File: config.mk
export PLATFORM = sky130hd
export DESIGN_NAME = ex_flag_stage
export DESIGN_NICKNAME = d
export VERILOG_FILES = /design/src/rtl/ex_flag_stage_pkg.sv /design/src/rtl/ex_flag_stage_branch_cond_eval.sv /design/src/rtl/ex_flag_stage.sv
export SDC_FILE = /design/constraint.sdc
export NUM_CORES = 1
export LEC_CHECK = 0
export ABC_AREA = 1
export BUFFER_PORTS_ARGS = -buffer_cell sky130_fd_sc_hd__buf_2
export CELL_PAD_IN_SITES_DETAIL_PLACEMENT = 1
export CELL_PAD_IN_SITES_GLOBAL_PLACEMENT = 1
export CORE_MARGIN = 3
export CORE_UTILIZATION = 31
export DETAILED_ROUTE_END_ITERATION = 10
export GPL_ROUTABILITY_DRIVEN = 1
export PLACE_DENSITY_LB_ADDON = 0.08
export SETUP_SLACK_MARGIN = 0.4
export SLEW_MARGIN = 20
export SYNTH_ARGS = -nofsm -noshare
export SYNTH_HDL_FRONTEND = slang
export SYNTH_SLANG_ARGS = --single-unit
File: constraint.sdc
create_clock -name clk -period 1.8 [get_ports clk]
set_clock_uncertainty 0.15 [all_clocks]
set_input_delay 0 -clock clk [delete_from_list [all_inputs] [get_ports clk]]
set_output_delay 0 -clock clk [all_outputs]
set_load 0.02 [all_outputs]
File: src/rtl/ex_flag_stage_pkg.sv
// ============================================================================
//  Module   : ex_flag_stage_pkg
//  Purpose  : Shared widths and branch condition codes for the EX back end
//             and the ID-stage early-branch logic.
//  Revision : 1.0  initial release
// ============================================================================
`default_nettype none

package ex_flag_stage_pkg;

    localparam int DW_DEFAULT  = 16;
    localparam int CCW_DEFAULT = 3;

    localparam logic [2:0] CCC_NEQ    = 3'b000;
    localparam logic [2:0] CCC_EQ     = 3'b001;
    localparam logic [2:0] CCC_GT     = 3'b010;
    localparam logic [2:0] CCC_LT     = 3'b011;
    localparam logic [2:0] CCC_GTE    = 3'b100;
    localparam logic [2:0] CCC_LTE    = 3'b101;
    localparam logic [2:0] CCC_OVFL   = 3'b110;
    localparam logic [2:0] CCC_UNCOND = 3'b111;

endpackage

`default_nettype wire

File: src/rtl/ex_flag_stage_branch_cond_eval.sv
// ============================================================================
//  Module   : branch_cond_eval
//  Purpose  : Combinational decode of a branch condition code against Z/V/N.
//  Revision : 1.0  initial release
// ============================================================================
`default_nettype none

module branch_cond_eval
    import ex_flag_stage_pkg::*;
(
    input  logic [2:0] ccc,
    input  logic       z,
    input  logic       v,
    input  logic       n,
    output logic       taken
);

    always_comb begin
        taken = 1'b0;
        case (ccc)
            CCC_NEQ:    taken = !z;
            CCC_EQ:     taken = z;
            CCC_GT:     taken = !z && !n;
            CCC_LT:     taken = n;
            CCC_GTE:    taken = z || !n;
            CCC_LTE:    taken = n || z;
            CCC_OVFL:   taken = v;
            CCC_UNCOND: taken = 1'b1;
            default:    taken = 1'b0;
        endcase
    end

endmodule

`default_nettype wire

File: src/rtl/ex_flag_stage.sv
// ============================================================================
//  Module   : ex_flag_stage
//  Purpose  : EX/MEM pipeline register, Z/V/N flag register with same-cycle
//             bypass, and registered branch resolution.
//  Revision : 1.0  initial release
// ============================================================================
`default_nettype none

module ex_flag_stage
    import ex_flag_stage_pkg::*;
#(
    parameter int DW  = DW_DEFAULT,
    parameter int CCW = CCW_DEFAULT
) (
    input  logic            clk,
    input  logic            rst,
    input  logic [DW-1:0]   ex_result,
    input  logic            ex_v,
    input  logic            ex_n,
    input  logic            ex_valid,
    input  logic            we_z,
    input  logic            we_vn,
    input  logic            stall,
    input  logic            flush,
    input  logic            br_req,
    input  logic [CCW-1:0]  br_ccc,
    output logic [DW-1:0]   mem_result,
    output logic            mem_valid,
    output logic            flag_z,
    output logic            flag_v,
    output logic            flag_n,
    output logic            br_taken,
    output logic            br_done
);

    logic [DW-1:0] mem_result_q, mem_result_d;
    logic          mem_valid_q,  mem_valid_d;
    logic          flag_z_q,     flag_z_d;
    logic          flag_v_q,     flag_v_d;
    logic          flag_n_q,     flag_n_d;
    logic          br_taken_q,   br_taken_d;
    logic          br_done_q,    br_done_d;

    logic w_z_new;
    logic w_wr_z;
    logic w_wr_vn;
    logic w_eff_z;
    logic w_eff_v;
    logic w_eff_n;
    logic w_cond;

    assign w_z_new = (ex_result == '0);
    assign w_wr_z  = ex_valid & we_z;
    assign w_wr_vn = ex_valid & we_vn;

    // A branch resolving alongside a flag-writing instruction sees the new flags.
    assign w_eff_z = w_wr_z  ? w_z_new : flag_z_q;
    assign w_eff_v = w_wr_vn ? ex_v    : flag_v_q;
    assign w_eff_n = w_wr_vn ? ex_n    : flag_n_q;

    branch_cond_eval u_cond (
        .ccc   (br_ccc[2:0]),
        .z     (w_eff_z),
        .v     (w_eff_v),
        .n     (w_eff_n),
        .taken (w_cond)
    );

    always_comb begin
        mem_result_d = mem_result_q;
        mem_valid_d  = mem_valid_q;
        flag_z_d     = flag_z_q;
        flag_v_d     = flag_v_q;
        flag_n_d     = flag_n_q;
        br_taken_d   = br_taken_q;
        br_done_d    = br_done_q;
        if (flush) begin
            mem_result_d = '0;
            mem_valid_d  = 1'b0;
            br_taken_d   = 1'b0;
            br_done_d    = 1'b0;
        end else if (!stall) begin
            mem_result_d = ex_result;
            mem_valid_d  = ex_valid;
            flag_z_d     = w_eff_z;
            flag_v_d     = w_eff_v;
            flag_n_d     = w_eff_n;
            br_taken_d   = br_req & w_cond;
            br_done_d    = br_req;
        end
    end

    always_ff @(posedge clk) begin
        if (rst) begin
            mem_result_q <= '0;
            mem_valid_q  <= 1'b0;
            flag_z_q     <= 1'b0;
            flag_v_q     <= 1'b0;
            flag_n_q     <= 1'b0;
            br_taken_q   <= 1'b0;
            br_done_q    <= 1'b0;
        end else begin
            mem_result_q <= mem_result_d;
            mem_valid_q  <= mem_valid_d;
            flag_z_q     <= flag_z_d;
            flag_v_q     <= flag_v_d;
            flag_n_q     <= flag_n_d;
            br_taken_q   <= br_taken_d;
            br_done_q    <= br_done_d;
        end
    end

    assign mem_result = mem_result_q;
    assign mem_valid  = mem_valid_q;
    assign flag_z     = flag_z_q;
    assign flag_v     = flag_v_q;
    assign flag_n     = flag_n_q;
    assign br_taken   = br_taken_q;
    assign br_done    = br_done_q;

endmodule

`default_nettype wire
; Word level (Yosys, flattened, before mapping)
; Index checks and enable logic that the tools add are counted.
; Widths: inputs -> output; s select.
[word_totals]
elab_cells = 32
regBits = 22
output_inout_bits = 22
in_bits = 29
[op_classes]
eq_ne = 7
n_bitwise = 5
reduce_logical = 9
muxes = 4
[ops]
columns = op, count
row1 = $logic_not 16->1, 1
row2 = $eq 3x3->1 const B, 4
row3 = $pmux 1 s8, 1
row4 = $eq 3x2->1 const B, 2
row5 = $and 1x1->1, 3
row6 = $eq 3x1->1 const B, 1
row7 = $logic_not 3->1, 1
row8 = $mux 1, 3
row9 = $logic_not 1->1, 2
row10 = $logic_or 1x1->1, 2
row11 = $not 1->1, 2
row12 = $reduce_and 2->1, 1
row13 = $reduce_or 2->1, 1
row14 = $logic_and 1x1->1, 1

; Depth between registers and ports, before layout
[depth]
depth_word = 6
ltp_mapped = 10
ltp_nobuf = 10

; Hierarchy
; Synthesis repeated with hierarchy kept, for this count alone.
[unflattened]
cells_unflattened = 139
hier_area_um2 = 1008.5
[by_module_without_submodules]
columns = module, n_inst, seq_area_each_um2, area_each_um2, cells_per_inst
row1 = ex_flag_stage, 1, 440.4, 937.1, 124
row2 = branch_cond_eval, 1, 0.0, 71.3, 15

; Least setup slack after synthesis
; No wires, ideal clock.
[synth_path]
path_kind = register -> register
from = register flag_v_q (netlist: flag_v)
to = register br_taken_q (netlist: br_taken)
arrival_ps = 959
path_slack_ps = 625
setup_time_ps = 66
path_buffers = 0
required_time_ps = 1584
period_less_slack_ps = 1175
path_stages_with_launch = 9
path_cell_list = dfxtp_1 -> nand2_1 -> nand3_1 -> nand3_1 -> nand3_1 -> a21oi_2 -> nand2_1 -> nand2_1 -> a21oi_2
[synth_via]
elab_chain_len = 3
[synth_rtl]
columns = item, line
row1 = start: declaration, ex_flag_stage.sv:39  ; logic flag_v_q, flag_v_d;
row2 = start signal: assignment, ex_flag_stage.sv:106  ; flag_v_q <= flag_v_d;
row3 = $mux 1, ex_flag_stage.sv:58  ; assign w_eff_v = w_wr_vn ? ex_v : flag_v_q;
row4 = $pmux 1 s8, ex_flag_stage_branch_cond_eval.sv:20  ; case (ccc)
row5 = $and 1x1->1, ex_flag_stage.sv:88  ; br_taken_d = br_req & w_cond;
row6 = end signal: assignment, ex_flag_stage.sv:108  ; br_taken_q <= br_taken_d;
row7 = end: declaration, ex_flag_stage.sv:41  ; logic br_taken_q, br_taken_d;
; Every way passes these cells.
; A chain may end at the register's enable or synchronous reset.

; Worst setup path after layout
[layout_path]
from = input port ex_result[7]
to = register br_taken_q (netlist: br_taken)
[layout_via]
elab_chain_len = 6
elab_cells_between_ends = 8
cone_classes = mux: 2 / bitwise: 1 / reduce/logical: 5
[layout_rtl]
columns = item, line
row1 = start: declaration, ex_flag_stage.sv:17  ; input logic [DW-1:0] ex_result,
row2 = $logic_not 16->1 (*), ex_flag_stage.sv:52  ; assign w_z_new = (ex_result == '0);
row3 = $mux 1 (*), ex_flag_stage.sv:57  ; assign w_eff_z = w_wr_z ? w_z_new : flag_z_q;
row4 = $logic_not 1->1, "ex_flag_stage_branch_cond_eval.sv:21, ex_flag_stage_branch_cond_eval.sv:23"
row5 = $logic_and 1x1->1, ex_flag_stage_branch_cond_eval.sv:23  ; CCC_GT: taken = !z && !n;
row6 = $pmux 1 s8 (*), ex_flag_stage_branch_cond_eval.sv:20
row7 = $and 1x1->1 (*), ex_flag_stage.sv:88
; Every way passes the cells marked *; elsewhere a longest branch is shown, timed or not.

==> results_dict.tcl <==
set metrics [dict create \
    place_hpwl_um 2230 \
    postRouteWirelength_um 3500 \
    grtUsageTotal 0.169 \
    syn_avg_cell_area_um2 6.93 \
    cts_sinks 22 \
    cp.arrival_ns 1.40 \
    critPathMaxFanout 3 \
    synth_top_area_frac 0.442 \
    dieWidth_um 62.7 \
    ant_nets 0 \
    status "finished, final reports clean" \
    hp-class "in2reg" \
    dr.pass1.iters 4 \
    postSynthCellCount 144 \
    async_flop_share 0 \
    cts_made_buffers 3 \
    drc 0 \
    vias 1246 \
    path_class "in2reg" \
    gr-total-overflow 0 \
    rsz0062_at_grt "no" \
    max_stage_delay_ns 0.53 \
    nets 261 \
    ir_worst_vdd_uv 258 \
    viasPerCell 4.58 \
    cts_tree "yes" \
    holdPathEnd "mem_result[8]" \
    synth_ff_type "dfxtp_1" \
    ff2ff_path_depth 8 \
    yosys_warnings 0 \
    cp_top_family "buffers and inverters" \
    drtIter0Drc 38 \
    wire_per_inst_um 12.9 \
    required_ns 1.85 \
    yosysTopAreaCell "dfxtp_1" \
    root_buffer "clkbuf_4" \
    p_leak_nw 0.903 \
    numPortBuffers 50 \
    drv_slew 0 \
    synthTopCellsByArea "dfxtp_1 44%, nand2_1 20%, a21oi_1 12%, nand3_1 4.0%, inv_1 3.8%" \
    setup_violations 0 \
    fmax_ghz 0.736 \
    crit_top_cell "nor2_2" \
    min_path_cells 4 \
    cts_max_path_buffers 2 \
    maxSlewHeadroom 0.739 \
    regToRegSetupSlack_ns 0.62 \
    min_period_ns 1.36 \
    worst_hold_startpoint "stall" \
    synth.distinct_cells 19 \
    crit_path_start_kind "input port" \
    grt_max_degree 20 \
    yosys.cell_count.top_type "nand2_1" \
    ys_top_cells_by_count "53 x nand2_1, 24 x a21oi_1, 22 x dfxtp_1" \
    crit_path_end_kind "flop" \
    synth_nets 173 \
    critPathBufInv 2 \
    die_area_mm2 0.00393 \
    grt_pass1_vias 1285 \
    p_total_mw 0.981 \
    cpMaxStageDelayCell "dlygate4sd3_1" \
    period_share 0.755 \
    io_pins 51 \
    grt_pass1_wl_um 5490 \
    antenna_found_initial 0 \
    clkSlewWorstSetupHoldPaths_ns 0.13 \
    final_core_util 0.592 \
    drive_above_1_share 0.348 \
    maxCapViolations 0 \
    gp_congestion 0.753 \
    num_rows 19 \
    start_util 0.344 \
    die_h_um 62.7 \
    final_cell_area_mm2 0.00172 \
    ctsHtreeMaxLevel 1 \
    syn_to_final_growth_pct 72.3 \
    hold_viol_final 0 \
    synth-edff-count 0 \
    core_area_mm2 0.00290 \
    power.density_mw_per_mm2 571 \
    crit_chain "dlygate4sd3_1, buf_2, nor2_2, nand2_2, nor2_4, nand3_4, a21oi_1, nor2_2, nand2_1, a21oi_2" \
    yosysSeqAreaShare 0.442 \
    rr_endpoint "br_taken" \
    r2r-start "flag_v" \
    tightestPinTransition_ns 0.390 \
    synthesis.area_um2 997 \
    tns_ns 0 \
    antenna_cells 0 \
    placed_area_mm2 0.00129 \
    clk_latency_ns 0.30 \
    synth_seq_cells 22 \
]
-- power by group --
group	switching, mW	total, mW	leakage [nW]	internal, mW
clock network	0.155	0.233	0.0138	0.0781
logic	0.118	0.237	0.710	0.118
registers	0.00846	0.511	0.179	0.502
-- what timing repair did --
item / 4_1_cts / 5_1_grt
endpoints found under the setup margin: 0 / 2
buffers inserted: 0 / 5
endpoints found under the hold margin: 22 / 0
gates resized for setup: 0 / 26
hold buffers: 30 / 0
-- sequential cells by signal (all words and copies together), names as in the netlist --
register    cells
mem_result     16
br_done         1
br_taken        1
flag_v          1
mem_valid       1
flag_n          1
flag_z          1
-- worst max path at each step --
stage	from	end	depth (start not counted)
3_5_place_dp	flag_v	br_taken	8
5_1_grt	ex_result[7]	br_taken	12
4_1_cts	ex_result[1]	br_taken	9
6_report	ex_result[7]	br_taken	10
3_3_place_gp	flag_v	br_taken	8
2_1_floorplan	flag_v	br_taken	8
-- kinds of logic after synthesis --
kind of cell / synth area share
buffers and inverters: 0.0703
DFF: 0.442
and+or+nand+nor: 0.340
AOI/OAI and AO/OA: 0.148
-- stage by stage --
stage | instances | hold WS [ns] | setup WS, ns
floorplan | 144 | -0.00703 | 0.625
global placement | 234 | 0.111 | 0.662
detailed placement | 234 | 0.124 | 0.640
CTS | 267 | 0.00656 | 0.449
global route | 272 | 0.0154 | 0.340
finish | 272 | 0.0128 | 0.441
-- placed cells by master, fill, tap and decap left out --
cell / netlist / final
nor2_4: 1 / 1
o21ai_0: 2 / 2
dlymetal6s4s_1: 0 / 12
buf_6: 1 / 1
nand2_2: 3 / 5
dfxtp_1: 22 / 22
nand3_2: 1 / 1
dlygate4sd3_1: 0 / 18
nand3_4: 0 / 1
nor2_2: 2 / 8
a21oi_2: 2 / 2
a21oi_1: 24 / 24
clkbuf_4: 0 / 3
nand3_1: 8 / 7
inv_1: 10 / 10
or2_1: 1 / 1
nor2_1: 8 / 2
and2_4: 0 / 1
nand2_1: 53 / 51
inv_2: 1 / 1
nor3_1: 1 / 1
buf_4: 1 / 7
buf_2: 2 / 49
-- worst register-to-register path, delay by kind of cell (launching register included) --
kind            cells  cell delay [ns]
compound gates      2             0.15
flops               1             0.34
simple gates        6             0.43
-- final cells by class --
| class | count | area (µm²) |
|---|---|---|
| fillers | 390 | 1180 |
| repair buffers | 87 | 639 |
| multi-input cells | 107 | 522 |
| flip-flops and latches | 22 | 440 |
| well taps | 42 | 52.6 |
| inverters | 11 | 41.3 |
| clock buffers | 3 | 22.5 |
-- per-layer routing --
layer	wire (µm)	vias up	track usage
li1	-	632	-
met1	1480	573	0.197
met2	1820	35	0.310
met3	158	6	0.0324
met4	47	0	0.0496
met5	0	-	0
Note: power is estimated with default switching activity, not from simulation.
